$ cat src/rtl/fetch_pkg.sv
// Shared types and constants for the instruction-fetch front end.
package fetch_pkg;

  localparam int          XLEN             = 32;
  localparam logic [31:0] RESET_PC_DEFAULT = 32'h0000_0000;
  localparam logic [31:0] NOP_INSTR        = 32'h0000_0000;
  localparam logic [31:0] PC_STEP          = 32'd4;

  typedef struct packed {
    logic [XLEN-1:0] pc;
    logic [XLEN-1:0] instru;
  } fetch_entry_t;

  function automatic logic [XLEN-1:0] word_align(input logic [XLEN-1:0] addr);
    return {addr[XLEN-1:2], 2'b00};
  endfunction

endpackage

$ cat src/rtl/fetch_if.sv
// Instruction-memory port: the fetch unit is the master, memory is the slave.
interface fetch_if;
  import fetch_pkg::*;

  // A request is accepted on a cycle where imem_req && imem_gnt; the master keeps
  // imem_req/imem_addr stable until accepted. Responses come back in request order,
  // one per imem_rvalid cycle, at least one cycle after their grant.
  logic            imem_req;
  logic [XLEN-1:0] imem_addr;
  logic            imem_gnt;
  logic            imem_rvalid;
  logic [XLEN-1:0] imem_rdata;

  modport master (
    output imem_req, imem_addr,
    input  imem_gnt, imem_rvalid, imem_rdata
  );

  modport slave (
    input  imem_req, imem_addr,
    output imem_gnt, imem_rvalid, imem_rdata
  );

endinterface

$ cat src/rtl/fetch_fifo.sv
// Prefetch queue: DEPTH-entry synchronous FIFO with flush and occupancy count.
module fetch_fifo
  import fetch_pkg::*;
#(
  parameter int DEPTH = 4,
  parameter int CW    = $clog2(DEPTH) + 1
) (
  input  logic          clk,
  input  logic          rst_n,
  input  logic          push,
  input  fetch_entry_t  push_data,
  input  logic          pop,
  input  logic          flush,
  output fetch_entry_t  head,
  output logic [CW-1:0] count
);

  localparam int AW = $clog2(DEPTH);

  fetch_entry_t  mem [DEPTH];
  logic [AW-1:0] wr_ptr;
  logic [AW-1:0] rd_ptr;

  // Storage carries no reset; entries are only observed while count is non-zero.
  always_ff @(posedge clk) begin
    if (push) mem[wr_ptr] <= push_data;
  end

  always_ff @(posedge clk) begin
    if (!rst_n || flush) begin
      wr_ptr <= '0;
      rd_ptr <= '0;
      count  <= '0;
    end else begin
      if (push) wr_ptr <= wr_ptr + AW'(1);
      if (pop)  rd_ptr <= rd_ptr + AW'(1);
      count <= count + CW'(push) - CW'(pop);
    end
  end

  assign head = mem[rd_ptr];

endmodule

$ cat src/rtl/fetch_unit.sv
// Fetch front end: PC generation, credit-limited memory requests, prefetch
// queue and redirect handling feeding the IF/ID register.
module fetch_unit
  import fetch_pkg::*;
#(
  parameter int          DEPTH    = 4,
  parameter logic [31:0] RESET_PC = RESET_PC_DEFAULT
) (
  input  logic            clk,
  input  logic            rst_n,
  fetch_if.master         imem,
  input  logic            redirect,
  input  logic [XLEN-1:0] redirect_pc,
  input  logic            stall,
  output logic            out_valid,
  output logic [XLEN-1:0] out_instru,
  output logic [XLEN-1:0] out_pc,
  output logic [XLEN-1:0] out_nextpc
);

  localparam int CW = $clog2(DEPTH) + 1;

  logic [CW-1:0]   count;
  logic [CW-1:0]   outstanding;
  logic [CW-1:0]   outstanding_nxt;
  logic [CW-1:0]   drop;
  logic [CW:0]     in_use;
  logic [XLEN-1:0] fetch_pc;
  logic [XLEN-1:0] resp_pc;
  logic [XLEN-1:0] hold_pc;
  logic [XLEN-1:0] hold_nextpc;
  logic            credit_ok;
  logic            grant;
  logic            rsp;
  logic            keep;
  logic            pop;
  fetch_entry_t    head;
  fetch_entry_t    push_data;

  // Queue slots are reserved at issue time, so a queued entry or an in-flight
  // request each hold one credit and the queue can never overflow.
  assign in_use    = {1'b0, count} + {1'b0, outstanding};
  assign credit_ok = in_use < (CW+1)'(DEPTH);

  assign imem.imem_req  = rst_n && !redirect && credit_ok;
  assign imem.imem_addr = fetch_pc;

  assign grant = imem.imem_req && imem.imem_gnt;
  // A response with nothing outstanding belongs to a transaction abandoned by reset.
  assign rsp   = imem.imem_rvalid && (outstanding != '0);
  assign keep  = rsp && (drop == '0) && !redirect;
  assign pop   = out_valid && !stall && !redirect;

  assign outstanding_nxt = outstanding + CW'(grant) - CW'(rsp);
  assign push_data       = '{pc: resp_pc, instru: imem.imem_rdata};

  always_ff @(posedge clk) begin
    if (!rst_n) begin
      fetch_pc    <= RESET_PC;
      resp_pc     <= RESET_PC;
      outstanding <= '0;
      drop        <= '0;
      hold_pc     <= '0;
      hold_nextpc <= '0;
    end else begin
      outstanding <= outstanding_nxt;
      if (redirect) begin
        fetch_pc <= word_align(redirect_pc);
        resp_pc  <= word_align(redirect_pc);
        drop     <= outstanding_nxt;
      end else begin
        if (grant)                  fetch_pc <= fetch_pc + PC_STEP;
        if (keep)                   resp_pc  <= resp_pc + PC_STEP;
        if (rsp && (drop != '0))    drop     <= drop - CW'(1);
      end
      if (out_valid) begin
        hold_pc     <= head.pc;
        hold_nextpc <= head.pc + PC_STEP;
      end
    end
  end

  fetch_fifo #(
    .DEPTH (DEPTH),
    .CW    (CW)
  ) u_fifo (
    .clk       (clk),
    .rst_n     (rst_n),
    .push      (keep),
    .push_data (push_data),
    .pop       (pop),
    .flush     (redirect),
    .head      (head),
    .count     (count)
  );

  assign out_valid  = (count != '0);
  assign out_instru = out_valid ? head.instru          : NOP_INSTR;
  assign out_pc     = out_valid ? head.pc              : hold_pc;
  assign out_nextpc = out_valid ? head.pc + PC_STEP    : hold_nextpc;

endmodule
$ cat src/flat_wrapper.sv
// flat-port wrapper written by rule: the top's interface ports become plain ports
module fetch_unit_flat import fetch_pkg::*;
#(
  parameter int          DEPTH    = 4,
  parameter logic [31:0] RESET_PC = RESET_PC_DEFAULT
)
  (clk, rst_n, redirect, redirect_pc, stall, out_valid, out_instru, out_pc, out_nextpc, imem_imem_req, imem_imem_addr, imem_imem_gnt, imem_imem_rvalid, imem_imem_rdata);
  fetch_if imem_i ();
  input  logic clk;
  input  logic rst_n;
  input  logic redirect;
  input  logic [XLEN-1:0] redirect_pc;
  input  logic stall;
  output logic out_valid;
  output logic [XLEN-1:0] out_instru;
  output logic [XLEN-1:0] out_pc;
  output logic [XLEN-1:0] out_nextpc;
  output wire logic [$bits(imem_i.imem_req)-1:0] imem_imem_req;
  output wire logic [$bits(imem_i.imem_addr)-1:0] imem_imem_addr;
  input wire logic [$bits(imem_i.imem_gnt)-1:0] imem_imem_gnt;
  input wire logic [$bits(imem_i.imem_rvalid)-1:0] imem_imem_rvalid;
  input wire logic [$bits(imem_i.imem_rdata)-1:0] imem_imem_rdata;
  assign imem_imem_req = imem_i.imem_req;
  assign imem_imem_addr = imem_i.imem_addr;
  assign imem_i.imem_gnt = imem_imem_gnt;
  assign imem_i.imem_rvalid = imem_imem_rvalid;
  assign imem_i.imem_rdata = imem_imem_rdata;
  fetch_unit #(.DEPTH(DEPTH), .RESET_PC(RESET_PC)) u_core (.clk(clk), .rst_n(rst_n), .imem(imem_i), .redirect(redirect), .redirect_pc(redirect_pc), .stall(stall), .out_valid(out_valid), .out_instru(out_instru), .out_pc(out_pc), .out_nextpc(out_nextpc));
endmodule
$ cat config.mk
export PLATFORM = sky130hd
export DESIGN_NAME = fetch_unit_flat
export DESIGN_NICKNAME = d
export VERILOG_FILES = /design/src/rtl/fetch_pkg.sv /design/src/rtl/fetch_if.sv /design/src/rtl/fetch_fifo.sv /design/src/rtl/fetch_unit.sv /design/src/flat_wrapper.sv
export SDC_FILE = /design/constraint.sdc
export NUM_CORES = 1
export LEC_CHECK = 0
export BUFFER_PORTS_ARGS = -buffer_cell sky130_fd_sc_hd__buf_2
export CORE_MARGIN = 2
export CORE_UTILIZATION = 35
export CTS_BUF_LIST = sky130_fd_sc_hd__clkbuf_4 sky130_fd_sc_hd__clkbuf_8 sky130_fd_sc_hd__clkbuf_16
export DETAILED_ROUTE_END_ITERATION = 16
export GPL_ROUTABILITY_DRIVEN = 0
export PLACE_DENSITY = 0.57
export SKIP_CTS_REPAIR_TIMING = 1
export SLEW_MARGIN = 15
export SYNTH_ARGS = -nofsm -noshare
export SYNTH_HDL_FRONTEND = slang
export SYNTH_HIERARCHICAL = 1
export SYNTH_SLANG_ARGS = --single-unit
$ cat constraint.sdc
create_clock -name clk -period 3.36 [get_ports clk]
set_input_delay 0.168 -clock clk [delete_from_list [all_inputs] [get_ports clk]]
set_output_delay 0.168 -clock clk [all_outputs]
set_load 0.01 [all_outputs]
==> results of run 1 <==
flip-flops by register name (all words and copies together) (netlist names), named ones only:
register	cells
u_core/u_fifo/wr_ptr	2
u_core/u_fifo/count	3
u_core/u_fifo/mem	256
u_core/outstanding	3
u_core/hold_nextpc	32
u_core/resp_pc	30
u_core/imem.imem_addr	30
u_core/hold_pc	32
u_core/drop	3
u_core/u_fifo/rd_ptr	2
routing by layer:
| layer | routed length, um | part of all wire [%] | track usage [%] |
|---|---|---|---|
| met3 | 2110 | 5.1 | 2.91 |
| met2 | 18700 | 45 | 25.0 |
| met4 | 1010 | 2.4 | 4.85 |
| met1 | 19500 | 47 | 23.8 |
| met5 | 0 | 0 | 0 |
power groups by stage:
stage	Sequential, uW	Combinational [uW]	Clock, uW
after global placement	5710	1470	0
after floorplan	5680	935	0
after CTS	5620	1490	4780
final	5620	1590	4630
after global routing	5650	1760	4960
after detailed placement	5730	1490	0
worst min-delay path, stage by stage:
cell	delay [ns]
buf_2	0.07
o21ai_0	0.13
a21oi_1	0.13
placed cells by master, fill, tap and decap left out, drive strengths merged, types with 25 or more instances in the layout:
master,Yosys,routed
clkbuf,49,60
dfxtp,139,139
edfxtp,256,256
xnor2,25,25
o21ai,60,60
a21oi,97,97
and2,65,65
dlygate4sd3,0,59
nand2,161,161
inv,22,26
nor2,49,49
nand3,37,37
buf,25,245
nand4,38,38
xor2,28,28
mux4,64,64
worst max-delay path by stage:
| stage | start | endpoint | depth (start not counted) | slack (ns) |
|---|---|---|---|---|
| 6_report | flip-flop | out_nextpc[22] | 8 | 0.1 |
| 5_1_grt | flip-flop | out_nextpc[18] | 8 | -0.01 |
| 4_1_cts | flip-flop | out_nextpc[31] | 8 | -0.18 |
| 3_5_place_dp | u_core/outstanding[2] | u_core/u_fifo/count[2] | 11 | 0.39 |
| 3_3_place_gp | u_core/outstanding[2] | u_core/u_fifo/count[2] | 11 | 0.42 |
| 2_1_floorplan | u_core/u_fifo/count[2] | u_core/drop[2] | 13 | 0.22 |
logic make-up after synthesis:
group                      count (synthesis)
buffers and inverters                     98
xor gates and xnor gates                  54
adders and majority gates                 17
and+or+nand+nor                          437
AOI/OAI and AO/OA                        224
DFF                                      395
muxes                                     68
other                                      1
through the flow:
step | setup TNS [ns] | power [uW] | cell area, um^2 | setup slack (ns)
after floorplan | 0 | 6620 | 16800 | 0.220
after global placement | 0 | 7170 | 18400 | 0.418
after detailed placement | 0 | 7210 | 18400 | 0.386
after CTS | -0.993 | 11900 | 19800 | -0.184
after global routing | -0.0368 | 12400 | 20700 | -0.0147
final | 0 | 11800 | 20700 | 0.0962
area by class of cell:
class                           count  share of cell area, %
Sequential cell                   395                   50.6
Antenna cell                        1                 0.0121
Multi-Input combinational cell    810                   28.6
Clock buffer                       59                   5.97
Tap cell                          615                   3.71
Clock inverter                     19                  0.725
Timing Repair Buffer              305                   9.99
Inverter                           24                  0.441
==> flow_metrics.tcl, run 1 <==
set metrics [dict create \
    status "finished, violations left" \
    violations "negative hold slack" \
    period_share_pct 97.1 \
    grt_max_degree 69 \
    synth-seq-cells 395 \
    dr.pass1.iters 7 \
    dp_hpwl_um 26600 \
    fin_util_pct 43.7 \
    critPathCaptureType "primary output" \
    rsz0062_at_grt "true" \
    clk_latency_ns 0.56 \
    netSwitchingFraction_pct 25.3 \
    grt_pass1_wl_um 63200 \
    drv_cap 0 \
    worstMarginPinSlew_ns 0.889 \
    maxSlewViolCount 0 \
    gr-usage-all-layers_pct 16.4 \
    p_leak_uw 0.00752 \
    port_buffers 195 \
    regArea_um2 10500 \
    synth_area_um2 16700 \
    clock_skew_ns 0.0128 \
    muxShareOfSynthArea_pct 8.97 \
    wl_per_cell_um 18.6 \
    ff2ff_path_depth 11 \
    synthTopCellsByCount "256 x edfxtp_1, 161 x nand2_1, 139 x dfxtp_1" \
    critPathBufInv 3 \
    cts-buffers-inserted 44 \
    ys_types 67 \
    fin_cells 2228 \
    dieHeight_um 223 \
    synth-xor-area-share_pct 2.92 \
    clk_pin_slew_ns 0.06 \
    power.internal_uw 8840 \
    synth_compound_gate_area_share_pct 7.77 \
    p_comb_share_pct 13.5 \
    rows 80 \
    synth_edf_count 256 \
    crit_type "flip-flop to primary output" \
    critPathSlowestCell "or4_1" \
    yosysSeqAreaShare_pct 62.6 \
    worstPathCellList "buf_4, mux4_2, and4_4, nand4_1, buf_6, or4_1, a31oi_2, buf_2" \
    cts_tree "yes" \
    finalCriticalPeriod_ns 3.26 \
    grt_antenna_before_repair 0 \
    switchingPower_uw 3000 \
    initial_utilization_pct 35.3 \
    rrSetupSlack_ns 0.35 \
    synthCells 1294 \
    first_iter_violations 787 \
    grt.overflow.total 0 \
    grt_pass1_vias 10837 \
    cpPeakStageDelay_ns 0.52 \
    synth_top_cells_by_area "edfxtp_1 46%, dfxtp_1 17%, mux4_2 8.1%" \
    arrival_ns 3.10 \
    worstHoldEndpoint "u_core/resp_pc[9]" \
    vdd_drop_max_mv 0.350 \
    ant_nets 0 \
    fin_nets 1667 \
    min_path_type "input pin to flip-flop" \
    yosysWarnings 6 \
    yosys.area.top_type_share_pct 46.0 \
    syn_area_per_cell_um2 12.9 \
    holdCritStartpoint "redirect_pc[9]" \
    wirelength_um 41400 \
    p_per_area_nw_per_um2 572 \
    vias 11536 \
    whs_ns -0.00733 \
    r2r_start "u_core/outstanding[2]" \
    viasPerCell 5.18 \
    root_buffer "clkbuf_16" \
    worstPathRequired_ns 3.19 \
    yosysMostFrequentCell "edfxtp_1" \
    cts_max_level 2 \
    startpoint_type "flip-flop" \
    ioPinCount 200 \
    fp.dieW_um 223 \
    place_inst 2067 \
    multi_input_area_um2 5920 \
    dieArea_um2 49600 \
    whs_path_depth 3 \
    placeableCoreArea_um2 47400 \
    synth_fa_ha_area_share_pct 1.36 \
    fmax_mhz 306 \
    synth_top_family_by_area "simple AND/OR/NAND/NOR gates" \
    cts_sinks 395 \
    cp_max_fo 14 \
    worst_path_dominant_cell_family "simple AND/OR/NAND/NOR gates" \
    drc_errors 0 \
    drive_above_1_share_pct 25.7 \
    hold_violations 1 \
    fillCellCount 4420 \
    max_slew_margin_pct 40.3 \
    power.share.clock_pct 39.1 \
    yosys.area_share.simple_pct 13.4 \
    seqPwrFrac_pct 47.5 \
    syn_to_final_growth_pct 23.9 \
    clockBufferDepth 3 \
    synthArstFlopShare_pct 0 \
    ys.flop_type "edfxtp_1" \
    r2r_end "u_core/u_fifo/count[2]" \
    yosys.area.top_type "edfxtp_1" \
    setup_viol 0 \
]
Power figures use the tool's default switching activity.
==> run 2, diff against run 1 <==
--- a/config.mk
+++ b/config.mk
@@ -7,11 +7,11 @@
 export LEC_CHECK = 0
 export BUFFER_PORTS_ARGS = -buffer_cell sky130_fd_sc_hd__buf_2
 export CORE_MARGIN = 2
-export CORE_UTILIZATION = 35
+export CORE_UTILIZATION = 53
 export CTS_BUF_LIST = sky130_fd_sc_hd__clkbuf_4 sky130_fd_sc_hd__clkbuf_8 sky130_fd_sc_hd__clkbuf_16
 export DETAILED_ROUTE_END_ITERATION = 16
 export GPL_ROUTABILITY_DRIVEN = 0
-export PLACE_DENSITY = 0.57
+export PLACE_DENSITY = 0.8
 export SKIP_CTS_REPAIR_TIMING = 1
 export SLEW_MARGIN = 15
 export SYNTH_ARGS = -nofsm -noshare
==> run 2 against run 1 <==
  * The flow still finishes with violations (negative hold slack)
  * Utilization up 21 points
  * Cell count down 11%
  * Die area down 33%
  * Sequential share of layout area up 1.4 points
  * Global-route usage up 6.0 points
  * Combinational power down 4%
  * Power up 0.31%
  * Clock power up 2%
  * Wire length down 6.7%
  * Worst setup slack better by 0.0080 ns
  * First-iteration DRC count up 44%
==> flow_metrics.tcl, run 2 (synthesized netlist as in run 1, its figures left out) <==
set metrics [dict create \
    arrival_ns 3.09 \
    crit_top_cell "or3_1" \
    root_buffer "clkbuf_16" \
    grt_pass1_wl_um 58200 \
    cts_max_level 2 \
    clock_skew_ns 0.0136 \
    period_share_pct 96.9 \
    grt_max_degree 94 \
    rows 65 \
    wirelength_um 38600 \
    grt-busiest-layer "met2" \
    worstMarginPinSlew_ns 0.978 \
    fp.dieW_um 182 \
    p_per_area_nw_per_um2 590 \
    critPathSlowestCell "mux4_2" \
    cts_tree "yes" \
    grt_util_met3_pct 4.03 \
    clockBufferDepth 3 \
    whs_ns -0.0155 \
    grt.overflow.total 0 \
    grt_antenna_before_repair 1 \
    dp_hpwl_um 23800 \
    place_area_um2 18000 \
    finalInstanceArea_um2 20100 \
    dr.pass1.iters 5 \
    port_buffers 195 \
    layout_commonest_cell "edfxtp_1" \
    violations "negative hold slack" \
    clk_latency_ns 0.53 \
    crit_type "flip-flop to primary output" \
    min_path_type "input pin to flip-flop" \
    cts-buffers-inserted 40 \
    layout_common_cells "256 x edfxtp_1, 195 x buf_2, 161 x nand2_1" \
    first_iter_violations 1134 \
    largest_reg_flops 256 \
    largest_register "u_core/u_fifo/mem" \
    drive_above_1_share_pct 24.2 \
    cts_sinks 395 \
    drc_errors 0 \
    grt_use_met1_pct 31.4 \
    wl_per_cell_um 19.4 \
    gr-usage-all-layers_pct 22.4 \
    grt_pass1_vias 10941 \
    status "finished, violations left" \
    dieArea_um2 33000 \
    vdd_drop_max_mv 0.373 \
    ant_nets 0 \
    finalCriticalPeriod_ns 3.26 \
    syn_to_final_growth_pct 20.5 \
    worst_path_dominant_cell_family "simple AND/OR/NAND/NOR gates" \
    fmax_mhz 307 \
    reg.largest.list "u_core/u_fifo/mem: 256 flops, u_core/hold_nextpc: 32 flops, u_core/hold_pc: 32 flops" \
    cp_max_fo 11 \
    maxSlewViolCount 0 \
    hold_violations 5 \
    p_leak_uw 0.00739 \
    viasPerCell 5.85 \
    ioPinCount 200 \
    vias 11646 \
    placeableCoreArea_um2 31300 \
    worstPathRequired_ns 3.19 \
    dieHeight_um 182 \
    power_uw 11900 \
    setup_viol 0 \
    worstPathCellList "buf_12, mux4_2, and4_2, nand4_1, or3_1, or3_1, a31oi_1, buf_2" \
    met2_usage_pct 36.0 \
    startpoint_type "flip-flop" \
    cpPeakStageDelay_ns 0.42 \
    fin_nets 1644 \
    initial_utilization_pct 53.4 \
    critPathBufInv 2 \
    max_slew_margin_pct 34.8 \
    clk_pin_slew_ns 0.06 \
    critPathCaptureType "primary output" \
    drv_cap 0 \
]
==> run 2: changes by cell type in the layout (fill, tap and decap cells not counted), moves of 3 or more <==
| cell | change |
|---|---|
| bufinv_16 | +5 |
| clkinv_1 | -3 |
| dlygate4sd3_1 | -4 |
| clkbuf_16 | -5 |
| clkinv_2 | +3 |
| clkbuf_4 | -8 |
| buf_4 | -8 |
| buf_12 | -3 |
==> run 2: final cells by class <==
class,instances,area (um^2)
sequential,395,10500
multi-input combinational,810,5840
fill,2242,11200
antenna,1,2.50
clock inverter,23,298
tap,402,503
timing repair buffer,286,1830
clock buffer,49,1100
inverter,24,91.3
==> run 2: power by group <==
| part | switching, uW | internal, uW |
|---|---|---|
| sequential | 172 | 5460 |
| clock | 1830 | 2880 |
| combinational | 917 | 615 |
==> run 2: metal layers <==
| layer | up-vias | share of wire [%] | routed length, um |
|---|---|---|---|
| li1 | 5372 | - | - |
| met1 | 5607 | 41 | 15900 |
| met2 | 586 | 48 | 18400 |
| met3 | 81 | 8.3 | 3200 |
| met4 | 0 | 2.8 | 1100 |
| met5 | - | 0 | 0 |
==> run 2: per-stage QoR <==
| stage | setup TNS (ns) | instances | hold slack, ns | setup slack, ns | utilization (%) |
|---|---|---|---|---|---|
| 2_1_floorplan | 0 | 1303 | 0.267 | 0.220 | - |
| 3_3_place_gp | 0 | 1851 | 0.379 | 0.456 | 57.6 |
| 3_5_place_dp | 0 | 1851 | 0.385 | 0.426 | 57.6 |
| 4_1_cts | -0.641 | 1923 | -0.162 | -0.127 | 62.1 |
| 5_1_grt | -0.0398 | 1990 | 0.00108 | -0.0183 | 64.3 |
| 6_report | 0 | 1990 | -0.0155 | 0.104 | 64.3 |
==> run 2: worst paths after layout <==
check	slack, ns	startpoint	endpoint	depth (start not counted)
worst max-delay path	0.10	flip-flop	out_nextpc[31]	8
worst min register to register	0.46	u_core/hold_pc[13]	u_core/hold_pc[13]	2
worst max register to register	0.37	u_core/u_fifo/count[2]	u_core/drop[2]	12
worst min-delay path	-0.02	redirect_pc[31]	u_core/resp_pc[31]	3
==> run 2: worst reg2reg max path: stages (launching register included) <==
cell and delay, ns:
dfxtp_1 0.34, ha_1 0.22, or4b_4 0.54, nor4b_4 0.29, inv_2 0.07, ha_1 0.27, inv_1 0.04, ha_1 0.18
fa_1 0.38, xor2_1 0.18, xnor2_1 0.18, o21ai_0 0.09, a21oi_1 0.14
==> run 3, diff against run 2 <==
--- a/config.mk
+++ b/config.mk
@@ -5,13 +5,16 @@
 export SDC_FILE = /design/constraint.sdc
 export NUM_CORES = 1
 export LEC_CHECK = 0
+export ABC_AREA = 1
 export BUFFER_PORTS_ARGS = -buffer_cell sky130_fd_sc_hd__buf_2
+export CELL_PAD_IN_SITES_DETAIL_PLACEMENT = 0
+export CELL_PAD_IN_SITES_GLOBAL_PLACEMENT = 2
 export CORE_MARGIN = 2
-export CORE_UTILIZATION = 53
+export CORE_UTILIZATION = 32
 export CTS_BUF_LIST = sky130_fd_sc_hd__clkbuf_4 sky130_fd_sc_hd__clkbuf_8 sky130_fd_sc_hd__clkbuf_16
 export DETAILED_ROUTE_END_ITERATION = 16
 export GPL_ROUTABILITY_DRIVEN = 0
-export PLACE_DENSITY = 0.8
+export PLACE_DENSITY = 0.79
 export SKIP_CTS_REPAIR_TIMING = 1
 export SLEW_MARGIN = 15
 export SYNTH_ARGS = -nofsm -noshare
==> run 3 against run 2 <==
  * The flow still finishes with violations (negative hold slack)
  * Clock power grew 1%
  * Design area increased by 11%
  * Flip-flop and latch count did not move
  * Critical endpoint is now out_nextpc[19]
  * Highest routed layer unchanged
==> flow_metrics.tcl, run 3 <==
set metrics [dict create \
    status "finished, violations left" \
    violations "negative hold slack" \
    drv_cap 0 \
    fin_nets 2509 \
    pre_cts_ws_ns 0.451 \
    layout_commonest_cell "nand2_1" \
    p_leak_uw 0.00928 \
    grt.overflow.total 0 \
    synthArstFlopShare_pct 0 \
    worstHoldEndpoint "u_core/u_fifo/rd_ptr[0]" \
    finalInstanceArea_um2 22400 \
    dp_hpwl_um 34600 \
    synthTopCellsByCount "443 x nand2_1, 435 x nor2_1, 256 x edfxtp_1" \
    placeableCoreArea_um2 56500 \
    fp.dieW_um 243 \
    clk_latency_ns 0.58 \
    first_iter_violations 921 \
    p_per_area_nw_per_um2 531 \
    cts_max_level 2 \
    finalCriticalPeriod_ns 3.15 \
    dr.pass1.iters 5 \
    r2r_start "u_core/u_fifo/count[2]" \
    worstMarginPinSlew_ns 0.980 \
    grt_pass1_wl_um 80100 \
    fin_util_pct 39.7 \
    fmax_mhz 317 \
    dieHeight_um 243 \
    min_path_type "input pin to flip-flop" \
    grt_pass1_vias 14155 \
    wirelength_um 52900 \
    ys_types 40 \
    grt_antenna_before_repair 3 \
    largest_register "u_core/u_fifo/mem" \
    synth_area_um2 18300 \
    worstPathRequired_ns 3.19 \
    initial_utilization_pct 32.4 \
    ioPinCount 200 \
    max_slew_margin_pct 34.7 \
    clock_skew_ns 0.0107 \
    reg.largest.list "u_core/u_fifo/mem: 256 flops, u_core/hold_nextpc: 32 flops, u_core/hold_pc: 32 flops" \
    power_uw 11900 \
    ys.flop_type "edfxtp_1" \
    syn_to_final_growth_pct 22.5 \
    setup_viol 0 \
    hold_violations 3 \
    clockBufferDepth 3 \
    period_share_pct 93.9 \
    syn_area_per_cell_um2 8.45 \
    largest_reg_flops 256 \
    rrSetupSlack_ns 0.82 \
    crit_type "flip-flop to primary output" \
    yosysWarnings 6 \
    cp_max_fo 22 \
    grt_max_degree 135 \
    setup_ws_ns 0.206 \
    root_buffer "clkbuf_16" \
    ant_nets 0 \
    maxSlewViolCount 0 \
    whs_path_depth 4 \
    synthCells 2168 \
    wl_per_cell_um 16.5 \
    vias 15068 \
    startpoint_type "flip-flop" \
    place_area_um2 20200 \
    synth_top_cells_by_area "edfxtp_1 42%, dfxtp_1 15%, nand2_1 9.1%" \
    gr-usage-all-layers_pct 17.4 \
    arrival_ns 2.99 \
    clk_pin_slew_ns 0.06 \
    ff2ff_path_depth 14 \
    critPathCaptureType "primary output" \
    port_buffers 195 \
    cts_sinks 395 \
    dieArea_um2 59200 \
    cts-buffers-inserted 45 \
    yosysMostFrequentCell "nand2_1" \
    cts_tree "yes" \
    viasPerCell 4.69 \
    r2r_end "u_core/drop[2]" \
    synth_edf_count 256 \
    holdCritStartpoint "stall" \
    vdd_drop_max_mv 0.372 \
    layout_common_cells "438 x nand2_1, 424 x nor2_1, 256 x edfxtp_1" \
    drive_above_1_share_pct 15.1 \
    synth-seq-cells 395 \
    whs_ns -0.00914 \
    drc_errors 0 \
    yosys.area.top_type_share_pct 42.0 \
    yosys.area.top_type "edfxtp_1" \
    rows 87 \
    yosysSeqAreaShare_pct 57.2 \
    rsz0062_at_grt "false" \
    fillCellCount 5741 \
]
## run 3: changes by cell type in the layout (fill, tap and decap cells not counted), sizes merged, moves of 13 or more
cell	change
nor2	+389
nand2	+285
inv	+213
o21ai	+193
nand3	+80
mux4	-64
and2	-61
nand4	-29
xnor2	-22
xor2	-21
and3	-19
a211oi	+15
a21oi	-15
clkbuf	+13
## run 3: stage by stage
stage	cells	setup TNS [ns]	hold WS (ns)
floorplan	2177	0	0.267
global placement	3071	0	0.377
detailed placement	3071	0	0.384
CTS	3149	-1.53	-0.240
global route	3209	0	0.00135
finish	3211	0	-0.00914
## run 3: layout make-up
type / count / area (um^2) / share of cell area (%)
Tap cell: 756 / 946 / 4.22
Timing Repair Buffer: 289 / 2000 / 8.92
Multi-Input combinational cell: 1458 / 6690 / 29.8
Clock inverter: 19 / 179 / 0.798
Clock buffer: 59 / 1250 / 5.57
Inverter: 233 / 892 / 3.98
Antenna cell: 2 / 5.00 / 0.0223
Sequential cell: 395 / 10500 / 46.7
## run 3: power by group
group | internal [uW] | switching (uW) | leakage, uW | total, uW
clock network | 2780 | 1980 | 0.000723 | 4770
registers | 5430 | 191 | 0.00346 | 5620
logic | 553 | 980 | 0.00509 | 1530
total | 8770 | 3150 | 0.00928 | 11900
## run 3: worst max path at each step
| stage | from | endpoint | cells past startpoint |
|---|---|---|---|
| 4_1_cts | flip-flop | out_nextpc[26] | 13 |
| 2_1_floorplan | u_core/drop[0] | u_core/u_fifo/mem[0][0] | 9 |
| 5_1_grt | flip-flop | out_nextpc[19] | 13 |
| 3_5_place_dp | flip-flop | out_nextpc[26] | 13 |
| 6_report | flip-flop | out_nextpc[19] | 14 |
| 3_3_place_gp | flip-flop | out_nextpc[26] | 14 |
## run 3: kinds of logic (layout without fill, tap and decap cells)
group                      count (synthesis)  count (layout)  synth area share, %
DFF                                      395             395                 57.2
adders and majority gates                 17              17                 1.24
xor gates and xnor gates                  10              10                0.478
other                                      1              12               0.0205
AOI/OAI and AO/OA                        391             391                 11.4
and+or+nand+nor                         1030            1030                 22.6
buffers and inverters                    324             600                 7.11
## run 3: critical path: stages, from the launching register on
cell      delay (ns)
dfxtp_4         0.40
buf_6           0.18
clkinv_8        0.13
o21ai_1         0.09
o21ai_2         0.21
buf_4           0.17
inv_1           0.05
nor2_1          0.23
nand2_2         0.14
nor2_1          0.14
buf_6           0.17
nand2_1         0.08
o21bai_1        0.12
nand3_1         0.14
buf_2           0.17
## run 3: routing by layer
layer	up-vias	routed length (um)	global-route usage (%)
met2	271	26400	30.5
li1	7629	-	-
met3	70	2140	2.82
met5	-	0	0
met4	0	1050	4.71
met1	7098	23400	22.0
